--- src/rtl/bp_resolve.sv ---
// Branch resolution unit: carries fetch-time predictions through the D/E registers,
// checks them in E, raises flush/redirect, and emits the registered table-update packet.
module bp_resolve #(
  parameter int WIDTH     = 32,
  parameter int CNT_WIDTH = 32
) (
  input  logic                 clk,
  input  logic                 rst,
  input  logic                 f_valid,
  input  logic [WIDTH-1:0]     f_pc,
  input  logic                 f_pred_taken,
  input  logic [WIDTH-1:0]     f_pred_target,
  input  logic                 stall,
  input  logic                 ex_is_branch,
  input  logic                 ex_is_jump,
  input  logic                 ex_taken,
  input  logic [WIDTH-1:0]     ex_target,
  output logic                 flush,
  output logic [WIDTH-1:0]     redirect_pc,
  output logic [WIDTH-1:0]     pc_tu,
  output logic [WIDTH-1:0]     pcplusimm_tu,
  output logic                 eq,
  output logic                 cu_branch,
  output logic [CNT_WIDTH-1:0] branch_cnt,
  output logic [CNT_WIDTH-1:0] mispred_cnt
);

  localparam logic [WIDTH-1:0] PC_STEP = WIDTH'(32'd4);

  // Sequential PC; the add wraps naturally at 2^WIDTH.
  function automatic logic [WIDTH-1:0] pc_plus4(input logic [WIDTH-1:0] pc);
    return pc + PC_STEP;
  endfunction

  function automatic logic [CNT_WIDTH-1:0] sat_inc(input logic [CNT_WIDTH-1:0] cnt);
    logic [CNT_WIDTH-1:0] res;
    if (&cnt) begin
      res = cnt;
    end else begin
      res = cnt + CNT_WIDTH'(1'b1);
    end
    return res;
  endfunction

  logic             d_valid_r;
  logic [WIDTH-1:0] d_pc_r;
  logic             d_pred_taken_r;
  logic [WIDTH-1:0] d_pred_target_r;
  logic             e_valid_r;
  logic [WIDTH-1:0] e_pc_r;
  logic             e_pred_taken_r;
  logic [WIDTH-1:0] e_pred_target_r;

  logic             cu_branch_r;
  logic [WIDTH-1:0] pc_tu_r;
  logic [WIDTH-1:0] pcplusimm_tu_r;
  logic             eq_r;
  logic [CNT_WIDTH-1:0] branch_cnt_r;
  logic [CNT_WIDTH-1:0] mispred_cnt_r;

  logic             resolve_s;
  logic             ctrl_s;
  logic             act_taken_s;
  logic [WIDTH-1:0] e_seq_pc_s;
  logic [WIDTH-1:0] act_next_s;
  logic [WIDTH-1:0] pred_next_s;
  logic             mispredict_s;
  logic             flush_s;
  logic             upd_s;

  // E-stage resolution: compare predicted and actual next PC.
  always_comb begin
    resolve_s    = e_valid_r & ~stall;
    ctrl_s       = ex_is_branch | ex_is_jump;
    // A jump always wins, which also covers the illegal branch+jump encoding.
    act_taken_s  = ex_is_jump | (ex_is_branch & ex_taken);
    e_seq_pc_s   = pc_plus4(e_pc_r);
    act_next_s   = act_taken_s ? ex_target : e_seq_pc_s;
    pred_next_s  = e_pred_taken_r ? e_pred_target_r : e_seq_pc_s;
    mispredict_s = (act_next_s != pred_next_s);
    flush_s      = resolve_s & mispredict_s;
    upd_s        = resolve_s & ctrl_s;
  end

  assign flush       = flush_s;
  assign redirect_pc = flush_s ? act_next_s : '0;

  // D/E pipeline registers; a flush kills the younger D and incoming F slots.
  always_ff @(posedge clk or posedge rst) begin
    if (rst) begin
      d_valid_r       <= 1'b0;
      d_pc_r          <= '0;
      d_pred_taken_r  <= 1'b0;
      d_pred_target_r <= '0;
      e_valid_r       <= 1'b0;
      e_pc_r          <= '0;
      e_pred_taken_r  <= 1'b0;
      e_pred_target_r <= '0;
    end else if (!stall) begin
      if (flush_s) begin
        d_valid_r <= 1'b0;
        e_valid_r <= 1'b0;
      end else begin
        d_valid_r <= f_valid;
        e_valid_r <= d_valid_r;
      end
      d_pc_r          <= f_pc;
      d_pred_taken_r  <= f_pred_taken;
      d_pred_target_r <= f_pred_target;
      e_pc_r          <= d_pc_r;
      e_pred_taken_r  <= d_pred_taken_r;
      e_pred_target_r <= d_pred_target_r;
    end
  end

  // Table-update packet: one-cycle valid pulse, data fields hold between updates.
  always_ff @(posedge clk or posedge rst) begin
    if (rst) begin
      cu_branch_r    <= 1'b0;
      pc_tu_r        <= '0;
      pcplusimm_tu_r <= '0;
      eq_r           <= 1'b0;
    end else begin
      cu_branch_r <= upd_s;
      if (upd_s) begin
        pc_tu_r        <= e_pc_r;
        pcplusimm_tu_r <= ex_target;
        eq_r           <= act_taken_s;
      end
    end
  end

  // Saturating performance counters.
  always_ff @(posedge clk or posedge rst) begin
    if (rst) begin
      branch_cnt_r  <= '0;
      mispred_cnt_r <= '0;
    end else begin
      if (upd_s) begin
        branch_cnt_r <= sat_inc(branch_cnt_r);
      end
      if (flush_s) begin
        mispred_cnt_r <= sat_inc(mispred_cnt_r);
      end
    end
  end

  assign cu_branch    = cu_branch_r;
  assign pc_tu        = pc_tu_r;
  assign pcplusimm_tu = pcplusimm_tu_r;
  assign eq           = eq_r;
  assign branch_cnt   = branch_cnt_r;
  assign mispred_cnt  = mispred_cnt_r;

endmodule

--- config.mk ---
export PLATFORM = sky130hd
export DESIGN_NAME = bp_resolve
export DESIGN_NICKNAME = d
export VERILOG_FILES = /design/src/rtl/bp_resolve.sv
export SDC_FILE = /design/constraint.sdc
export NUM_CORES = 1
export LEC_CHECK = 0
export CORE_MARGIN = 2
export CORE_UTILIZATION = 35
export CTS_CLUSTER_DIAMETER = 60
export DETAILED_ROUTE_END_ITERATION = 12
export PLACE_DENSITY = 0.62
export SETUP_SLACK_MARGIN = 0.5
export SYNTH_ARGS = -nofsm -noshare
export SYNTH_HDL_FRONTEND = slang
export SYNTH_SLANG_ARGS = --single-unit
--- constraint.sdc ---
create_clock -name clk -period 11.1 [get_ports clk]
set_clock_uncertainty 0.2 [all_clocks]
set_input_delay 2.22 -clock clk [delete_from_list [all_inputs] [get_ports clk]]
set_output_delay 2.22 -clock clk [all_outputs]
set_load 0.01 [all_outputs]
After elaboration in Yosys (flattened, before gate mapping):

Index checks and enable logic that the tools add are counted.

* add/sub/neg operators: 3
* reduce and logical (&&, ||, !) cells: 4
* bitwise logic cells: 9
* equal/unequal tests: 1
* multiplexer cells: 5

Operator list (number)
* $mux W32: 3
* $add A32 B1 Y32 const B: 2
* $reduce_and A32 Y1: 2
* $add A32 B3 Y32 const B: 1
* $ne A32 B32 Y1: 1
* $and A1 B1 Y1: 4
* $reduce_and A2 Y1: 2
* $not A1 Y1: 3
* $mux W1: 2
* $or A1 B1 Y1: 2

* output and inout bits: 163
* logic and storage cells: 36
* input bits: 104
* register bits: 262

Depth between registers and ports, before layout:

* depth in word-level cells: 6
* mapped depth: 14
* gate-level depth less buffers: 11

Least setup slack after synthesis:

No wires, ideal clock.

* path kind: in2out
* from: input port ex_is_branch
* to: output port redirect_pc[30]
* path buffers: 5
* arrival time: 4.925 ns
* required time: 8.680 ns
* setup slack: 3.755 ns
* stages: 13
* cell sequence: a21oi_1 -> clkbuf_1 -> clkbuf_1 -> buf_1 -> nor3_1 -> nor4_1 -> nand4_1 -> nor4b_1 -> o2111ai_1 -> o31ai_4 -> buf_2 -> buf_2 -> nor3_1

* longest elaborated chain between the ends: 6

RTL lines
* start, declared: line 14 `input logic ex_is_branch,`
* $and A1 B1 Y1 (*): line 76 `act_taken_s = ex_is_jump | (ex_is_branch & ex_taken);`
* $or A1 B1 Y1 (*): line 76
* $mux W32 (*): line 78 `act_next_s = act_taken_s ? ex_target : e_seq_pc_s;`
* $ne A32 B32 Y1: line 80 `mispredict_s = (act_next_s != pred_next_s);`
* $and A1 B1 Y1: line 81 `flush_s = resolve_s & mispredict_s;`
* $mux W32 (*): line 86 `assign redirect_pc = flush_s ? act_next_s : '0;`
* end, declared: line 19 `output logic [WIDTH-1:0] redirect_pc,`

Every way passes the cells marked *; elsewhere a longest branch is shown, timed or not.

Worst setup path after layout:

* from: input port ex_is_branch
* to: output port redirect_pc[7]

Same word-level chain as after synthesis.

==> out/results.tsv <==
stage	metric	value	unit
timing	slew_viol_final	0	
routing	dr.pass1.iters	5	
die	num_rows	71	
die	core	37800	um^2
cells_and_area	diodes	0	
cells_and_area	layout_commonest_cell	clkdlybuf4s50_1	
timing	period_share	84.4	%
routing	ant_nets	0	
global_routing	overflow	0	
timing	maxSlewHeadroom	33.4	%
die	die_h	200	um
synth	synthXorXnorAreaFrac	10.1	%
die	start_util	35.7	%
synth	syn_area	13500	um^2
synth	synthFlopType	dfrtp_1	
hold_path	hold_depth	2	
clock_network	cts_resized	0	
clock_network	cts.sinks	262	
setup_path	cp-endpoint	redirect_pc[7]	
clock_network	worstSkewPairLatency	530	ps
synth	synth_top_family_by_area	multiplexers	
die	io_pins	267	
synth	syn_area_per_cell	11.3	um^2
global_routing	top_usage_layer	met2	
global_routing	grt_pass1_wl	60500	um
timing	fin_crit	9370	ps
clock_network	clk_transition_reported_paths	60	ps
global_routing	use_met3	4.12	%
setup_path	crit_buf_inv	3	
cells_and_area	drive_gt1_share	19.7	%
setup_path	worst_ep_arrival_time	6950	ps
outcome	status	completed	
global_routing	grt_max_degree	133	
placed_design	numPortBuffers	266	
routing	viasPerCell	5.15	
setup_path	cp.required	8680	ps
timing	setup_slack	1730	ps
clock_network	cts_buffers	35	
clock_network	cts_root_buf	clkbuf_16	
clock_network	h-tree-depth	2	
setup_path	worst_r2r_path_depth	11	
setup_path	crit_type	input port to output port	
synth	synth_simple_gate_area_share	14.0	%
clock_network	hold_buffers	0	
cells_and_area	layout_common_cells	clkdlybuf4s50_1, dfrtp_1, mux2_2	
placed_design	gp_congestion	0.866	
timing	fmax	107	MHz
routing	wirelength	39000	um
synth	synth_edf_count	0	
routing	dr.first_iter.drc_count	515	
setup_path	slowest_stage	o31ai_4	
hold_path	hold_path.class	flop to flop	
clock_network	cts_buffer_depth	3	
global_routing	antenna_found_initial	1	
cells_and_area	fin_nets	1538	
pwr	power_density	182	nW/um^2
synth	synth_cell_types	73	
timing	tightest_slew	999	ps
die	dieArea	40100	um^2
routing	drc	0	
setup_path	startpoint_type	input port	
die	die_x	200	um
setup_path	worstReg2RegEnd	mispred_cnt[1]	
synth	ys_warn_count	0	
placed_design	placed_cell_area	16500	um^2
synth	synth_mux_area_share	16.7	%
timing	tns	0	ps
setup_path	crit_family	compound AO/OA/AOI/OAI gates	
setup_path	crit_start	ex_is_branch	
synth	postSynthCellCount	1194	
setup_path	cp_max_fo	35	
timing	rsz0062_at_grt	false	
routing	vias	10118	
placed_design	hpwlAfterDp	28500	um
setup_path	cp-end-kind	output port	
routing	wire_per_inst	19.8	um
setup_path	cpMostUsedCell	clkdlybuf4s50_1	
timing	hold_viol_final	0	
setup_path	worstReg2RegStart	e_pc_r[5]	
synth	synth_adder_area_share	0.279	%
synth	yosysSeqAreaShare	48.7	%
pwr	ir_worst_vdd	0.112	mV
global_routing	grt_pass1_vias	10043	
global_routing	grt.met1_usage	26.9	%
setup_path	regToRegSetupSlack	5340	ps
global_routing	track_usage	19.4	%
timing	setup_viol	0	
cells_and_area	nFillCells	3504	
synth	synth-compound-area-share	7.29	%
flow_run	maxCapViolCount	0	
pwr	p_leak	0.00717	uW
cells_and_area	area_growth	31.2	%
synth	ys_ff_latch	262	
setup_path	critPathMaxStageDelay	850	ps
clock_network	post_cts_buffers	0	
pwr	finalPower	3210	uW
clock_network	cts_tree	yes	
placed_design	place_ws	1770	ps
synth	synth.net_count	1301	
synth	async_flop_share	100	%
setup_path	worst-path-stages	12	
setup_path	cp_cell_sequence	clkdlybuf4s50_1 > a21oi_4 > o21ai_0 > o221a_2 > nor4_1 > nand4_1 > nor4b_1 > o2111ai_1 > o31ai_4 > buf_4 > a311oi_1 > clkdlybuf4s50_1	
cells_and_area	finish.instance_area	17700	um^2
global_routing	use_met2	29.9	%
## layer usage
layer,routed length (um),vias up
li1,-,4756
met1,17800,4958
met2,17500,337
met3,2640,67
met4,1110,0
met5,0,-
## per-stage QoR
| step | hold slack (ps) | std cells | util (%) |
|---|---|---|---|
| floorplan | 259 | 1194 | - |
| global placement | 267 | 1905 | 43.8 |
| detailed placement | 271 | 1905 | 43.8 |
| CTS | 284 | 1966 | 46.8 |
| global route | 308 | 1966 | 46.8 |
| finish | 277 | 1966 | 46.8 |
## worst min path at each step
stage | to | slack (ps) | from
floorplan | d_valid_r | 260 | d_valid_r
global route | e_pc_r[30] | 310 | d_pc_r[30]
finish | pcplusimm_tu[25] | 280 | pcplusimm_tu[25]
detailed placement | pcplusimm_tu[25] | 270 | pcplusimm_tu[25]
CTS | pcplusimm_tu[25] | 280 | pcplusimm_tu[25]
global placement | pc_tu[18] | 270 | pc_tu[18]
## power breakdown
part | internal [uW] | switching, uW | total [uW]
logic | 478 | 364 | 843
registers | 1130 | 157 | 1290
clock network | 656 | 426 | 1080
total | 2270 | 947 | 3210
## layout make-up
class                      count  area (um^2)  area share (%)
clock buffer                  48         1040            5.87
multi-input combinational    834         6520            36.9
timing repair buffer         276         2740            15.5
clock inverter                13         85.1           0.482
tap                          511          639            3.62
inverter                      22         90.1           0.510
sequential                   262         6560            37.1
## cells in the mapped netlist (4+ instances only)
master | instances | share of area [%]
nor4_1 | 11 | 0.51
a21o_1 | 5 | 0.28
clkbuf_1 | 52 | 1.4
or3_1 | 9 | 0.42
a32oi_1 | 5 | 0.33
nor4b_1 | 4 | 0.26
nand4_1 | 25 | 1.2
a31oi_1 | 9 | 0.42
xnor3_1 | 4 | 0.67
buf_2 | 14 | 0.52
o31ai_1 | 8 | 0.45
or2_2 | 4 | 0.19
a22o_1 | 4 | 0.26
nand2_1 | 72 | 2.0
a311oi_1 | 4 | 0.26
xor2_1 | 61 | 4.0
and4_1 | 9 | 0.59
mux2_2 | 191 | 16
nand3_1 | 43 | 1.6
or4_1 | 4 | 0.22
and2_1 | 7 | 0.33
inv_1 | 21 | 0.59
nor3_1 | 28 | 1.0
dfrtp_1 | 262 | 49
xnor2_1 | 78 | 5.1
nor4_2 | 11 | 1.0
nand2b_1 | 11 | 0.51
mux2i_1 | 8 | 0.59
a21oi_1 | 26 | 0.97
nor2_1 | 70 | 2.0
o22ai_1 | 4 | 0.19
nor2b_1 | 7 | 0.33
buf_1 | 6 | 0.17
a211oi_1 | 22 | 1.2
and3_1 | 21 | 0.98
o21ai_0 | 18 | 0.67
## worst min-delay path, stage by stage, from the launching register on
cell and delay [ps]:
dfrtp_1 340, nand2_1 40, o21ai_0 60
## flip-flops by register name (all words and copies together), names as in the netlist, 32 cells and up
register,flops
d_pc_r,32
d_pred_target_r,32
e_pc_r,32
mispred_cnt,32
pcplusimm_tu,32
pc_tu,32
e_pred_target_r,32
branch_cnt,32
## cell families (layout without fill, tap and decap cells)
logic type,Yosys count,count (layout)
simple gates,348,348
flops,262,262
mux,200,200
xor+xnor,145,145
compound gates,138,138
buf+inv,98,359
fa+ha+maj,3,3
Note: power is estimated with default switching activity, not from simulation.
